File: src/rtl/alu_writeback.sv
// rtl/alu_writeback.sv - ALU result/flag writeback with status register, flag stack and branch condition
// Optional feature macro: FLAG_STACK_EN (flag stack for interrupt entry/return)
module alu_writeback #(
  parameter int STACK_DEPTH = 4
) (
  input  logic       clock,
  input  logic       reset,
  input  logic       capture,
  input  logic [7:0] alu_result,
  input  logic [2:0] alu_flags,
  input  logic [1:0] flag_op,
  input  logic [2:0] flag_mask,
  input  logic       push,
  input  logic       pop,
  input  logic [2:0] cond_sel,
  output logic [7:0] result_q,
  output logic [2:0] flags_q,
  output logic       cond_true,
  output logic       stack_empty,
  output logic       stack_full,
  output logic       stack_err
);

  // Flag bit positions within {C,N,Z}
  localparam int FLAG_Z = 0;
  localparam int FLAG_N = 1;
  localparam int FLAG_C = 2;

  logic       pop_ok;
  logic [2:0] pop_flags;
  logic [2:0] flags_next;

`ifdef FLAG_STACK_EN
  localparam int PW = $clog2(STACK_DEPTH);

  logic [2:0]  stack_mem [STACK_DEPTH];
  logic [PW:0] occ_q;
  logic        err_q;
  logic        push_ok;
  logic        push_over;
  logic        pop_under;
  logic [PW-1:0] top_idx;

  assign stack_empty = (occ_q == '0);
  assign stack_full  = (occ_q == (PW+1)'(STACK_DEPTH));
  assign stack_err   = err_q;

  // Simultaneous push and pop cancel each other out entirely.
  assign push_ok   = push && !pop && !stack_full;
  assign pop_ok    = pop && !push && !stack_empty;
  assign push_over = push && !pop && stack_full;
  assign pop_under = pop && !push && stack_empty;

  assign top_idx   = PW'(occ_q - (PW+1)'(1));
  assign pop_flags = stack_mem[top_idx];

  // Stack storage: entries above the pointer are simply unreachable, so no reset.
  always_ff @(posedge clock) begin
    if (!reset && push_ok) begin
      stack_mem[occ_q[PW-1:0]] <= flags_q;
    end
  end

  // Occupancy pointer and sticky overflow/underflow flag.
  always_ff @(posedge clock) begin
    if (reset) begin
      occ_q <= '0;
      err_q <= 1'b0;
    end else begin
      if (push_ok) begin
        occ_q <= occ_q + (PW+1)'(1);
      end else if (pop_ok) begin
        occ_q <= occ_q - (PW+1)'(1);
      end
      if (push_over || pop_under) begin
        err_q <= 1'b1;
      end
    end
  end
`else
  logic unused_stack_in;

  assign pop_ok          = 1'b0;
  assign pop_flags       = 3'b000;
  assign stack_empty     = 1'b1;
  assign stack_full      = 1'b0;
  assign stack_err       = 1'b0;
  assign unused_stack_in = push ^ pop ^ (STACK_DEPTH > 16);
`endif

  // Next status value: stack restore beats capture, capture beats flag_op.
  always_comb begin
    flags_next = flags_q;
    if (pop_ok) begin
      flags_next = pop_flags;
    end else if (capture) begin
      flags_next = alu_flags;
    end else begin
      case (flag_op)
        2'b01:   flags_next = flags_q | flag_mask;
        2'b10:   flags_next = flags_q & ~flag_mask;
        2'b11:   flags_next = flags_q ^ flag_mask;
        default: flags_next = flags_q;
      endcase
    end
  end

  // Result and status registers; reset leaves Z set.
  always_ff @(posedge clock) begin
    if (reset) begin
      result_q <= 8'h00;
      flags_q  <= 3'b001;
    end else begin
      if (capture) begin
        result_q <= alu_result;
      end
      flags_q <= flags_next;
    end
  end

  // Branch condition decode on the registered flags.
  always_comb begin
    cond_true = 1'b0;
    case (cond_sel)
      3'b000:  cond_true = 1'b1;
      3'b001:  cond_true = flags_q[FLAG_Z];
      3'b010:  cond_true = !flags_q[FLAG_Z];
      3'b011:  cond_true = flags_q[FLAG_C];
      3'b100:  cond_true = !flags_q[FLAG_C];
      3'b101:  cond_true = flags_q[FLAG_N];
      3'b110:  cond_true = !flags_q[FLAG_N];
      default: cond_true = 1'b0;
    endcase
  end

endmodule

File: config.mk
export PLATFORM = sky130hd
export DESIGN_NAME = alu_writeback
export DESIGN_NICKNAME = d
export VERILOG_FILES = /design/src/rtl/alu_writeback.sv
export SDC_FILE = /design/constraint.sdc
export NUM_CORES = 1
export LEC_CHECK = 0
export BUFFER_PORTS_ARGS = -buffer_cell sky130_fd_sc_hd__buf_2
export CORE_MARGIN = 4
export CORE_UTILIZATION = 30
export DETAILED_ROUTE_END_ITERATION = 6
export PLACE_DENSITY_LB_ADDON = 0.3
export SKIP_CTS_REPAIR_TIMING = 1
export SLEW_MARGIN = 25
export SYNTH_ARGS = -nofsm -noshare
export SYNTH_HDL_FRONTEND = slang
export SYNTH_SLANG_ARGS = --single-unit
File: constraint.sdc
create_clock -name clock -period 3 [get_ports clock]
set_clock_uncertainty 0.05 [all_clocks]
set_input_delay 0.45 -clock clock [delete_from_list [all_inputs] [get_ports clock]]
set_output_delay 0.45 -clock clock [all_outputs]
set_load 0.01 [all_outputs]
==> impl_metrics.py <==
metrics = {
    "power_and_ir_drop": {
        "leakage_nw": 0.4710,
        "sw_frac_of_total_pct": 28.63,
        "p_clk_share_pct": 29.1,
        "p_int_uw": 244.7,
        "p_sw_uw": 98.13,
        "power_frac_seq_pct": 47.5,
        "power_density_mw_per_mm2": 393.1,
        "comb_power_share_pct": 23.4,
        "ir_drop_mv": 0.2261,
    },
    "synthesis": {
        "ys_async_sr_fraction_pct": 0,
        "syn_area_um2": 695.7,
        "yosysWarnings": 0,
        "seq_area_frac_synth_pct": 31.65,
        "syn-instance-count": 76,
        "synth_flop_cell": "dfxtp_1",
        "synthTopCellsByArea": "dfxtp_1 (32%), mux2i_1 (17%), ha_1 (11%), buf_4 (4.3%), inv_1 (4.3%)",
        "synth_top_area_share_pct": 31.65,
        "ys_ff_latch": 11,
        "syn_area_per_cell_um2": 9.154,
        "ys_types": 26,
        "synth_edf_count": 0,
        "synth_largest_area_cell": "dfxtp_1",
    },
    "placement": {
        "dp_hpwl_um": 1101,
        "gp_congestion": 0.6787,
        "port_buffers": 33,
        "placedCellCount": 130,
    },
    "route": {
        "drtAntennaViolNets": 0,
        "drc": 0,
        "vias": 597,
        "post_drt_wl_per_cell_um": 10.16,
        "wl_um": 1362,
        "drt-initial-drc-count": 6,
        "viasPerCell": 4.455,
        "drtPass1Iterations": 4,
    },
    "sta": {
        "setup_viol_count_final": 0,
        "period_needed_ns": 1.817,
        "report.final.slew_viol_count": 0,
        "fmax_mhz": 550.4,
        "setup_tns_ns": 0,
        "finalHoldViolations": 0,
        "rsz0062_at_grt": "no",
        "post-route-period-util_pct": 60.56,
    },
    "outcome": {
        "status": "complete, no violations",
    },
    "clocking": {
        "path_clk_slew_ns": 0.07,
        "htree_levels": 1,
        "clockRootBuffer": "clkbuf_4",
        "clock_path_buffers": 2,
        "clock_sinks": 11,
        "numCtsBuffers": 3,
        "cts_tree": "done",
        "worstSkewPairLatency_ns": 0.26,
    },
    "floorplan": {
        "die-width_um": 56.16,
        "fp.dieH_um": 56.16,
        "rows": 17,
        "core-area_mm2": 0.002212,
        "dieArea_mm2": 0.003153,
        "start_util_pct": 31.45,
        "num_io_pins": 39,
    },
    "final_layout": {
        "layout-drive-gt1-share_pct": 36.79,
        "fillCellCount": 257,
        "instances_no_fill": 134,
        "nets": 137,
        "areaGrowthSynthToFinish_pct": 25.36,
        "antenna_cells": 0,
    },
    "critical_path": {
        "crit_fanout": 6,
        "worst_ep_required_time_ns": 2.50,
        "cp-end-kind": "output port",
        "arrival_ns": 1.32,
        "start_kind": "flop",
        "criticalPathCategory": "reg2out",
    },
    "hold_path": {
        "hp-class": "in2reg",
    },
    "grt": {
        "grt-ovfl-total": 0,
        "grt_max_degree": 18,
        "grt_pass1_wl_um": 2380,
        "antenna_found_initial": 0,
        "grt_usage_pct": 9.286,
        "grt_pass1_vias": 577,
    },
    "job": {
        "cap_violations": 0,
    },
}
layout make-up:
cell class | count | area, um^2 | share of cell area (%)
tap | 28 | 35.03 | 4.017
sequential | 11 | 220.2 | 25.25
timing repair buffer | 33 | 165.2 | 18.94
clock buffer | 3 | 22.52 | 2.582
clock inverter | 1 | 5.005 | 0.5739
inverter | 8 | 30.03 | 3.443
multi-input combinational | 50 | 394.1 | 45.19
state kept, by name, summed over array words and instances (netlist names):
register / count
flags_q: 3
result_q: 8
layer usage:
metal  wire length (um)  up-vias  global-route usage (%)
met2                605       27                   14.36
met1                626      256                   12.10
met5                  0        -                       0
li1                   -      314                       -
met3                129        0                   2.320
met4                  0        0                   4.068
layout by cell type (no fill, tap or decap), drive strengths merged:
cell type	Yosys	final
nor3b	1	1
a311o	2	2
or2	1	1
nor4b	1	1
mux2i	12	12
nor2	8	8
and3b	1	1
nor2b	1	1
o31ai	1	1
nor4bb	1	1
nand2	3	3
inv	8	8
o311ai	1	1
a21oi	2	2
buf	7	33
clkbuf	1	3
clkinv	0	1
or3	1	1
a211o	1	1
ha	6	6
nor4	2	2
conb	2	3
a211oi	2	2
dfxtp	11	11
power groups by stage:
stage | registers (mW) | logic, mW | clock network (mW)
after CTS | 0.163 | 0.0818 | 0.106
after global placement | 0.166 | 0.0786 | 0
after floorplan | 0.170 | 0.0504 | 0
final | 0.163 | 0.0802 | 0.0997
after global routing | 0.165 | 0.0921 | 0.114
after detailed placement | 0.166 | 0.0814 | 0
worst max-delay path: stages, from the launching register on:
cell and delay [ns]:
dfxtp_1 0.40, nor4b_1 0.08, a311o_1 0.32, a21oi_1 0.12, buf_2 0.14
path summary, 6_finish.rpt:
path / start / to / slack (ns) / cells past startpoint
worst max-delay path: flags_q[0] / cond_true / 1.18 / 4
worst max register to register: flags_q[2] / flags_q[2] / 1.49 / 5
worst min register to register: result_q[3] / result_q[3] / 0.44 / 2
worst min-delay path: alu_flags[0] / flags_q[0] / 0.36 / 3
logic make-up after synthesis:
| kind of cell | count (synthesis) | synth area share [%] |
|---|---|---|
| other | 2 | 1.080 |
| AOI/OAI and AO/OA | 9 | 10.79 |
| DFF | 11 | 31.65 |
| and+or+nand+nor | 20 | 16.19 |
| buffers and inverters | 16 | 12.23 |
| adders and majority gates | 6 | 10.79 |
| muxes | 12 | 17.27 |
Yosys cell counts, types with 2 or more instances:
library cell / number
mux2i_1: 12
dfxtp_1: 11
inv_1: 8
nor2_1: 8
ha_1: 6
buf_4: 4
nand2_1: 3
a21oi_1: 2
a311o_1: 2
buf_2: 2
conb_1: 2
nor4_1: 2
metrics by stage:
step                      power (mW)  setup WS (ns)  hold slack, ns  utilization [%]  area [um^2]
after floorplan               0.2207          1.410          0.4812                -        699.4
after global placement        0.2446          1.239          0.4200            38.18        844.6
after detailed placement      0.2478          1.213          0.4284            38.18        844.6
after CTS                     0.3512          1.166          0.3514            39.42        872.1
after global routing          0.3710          1.084          0.3597            39.42        872.1
final                         0.3428          1.183          0.3584            39.42        872.1
Power figures use the tool's default switching activity.
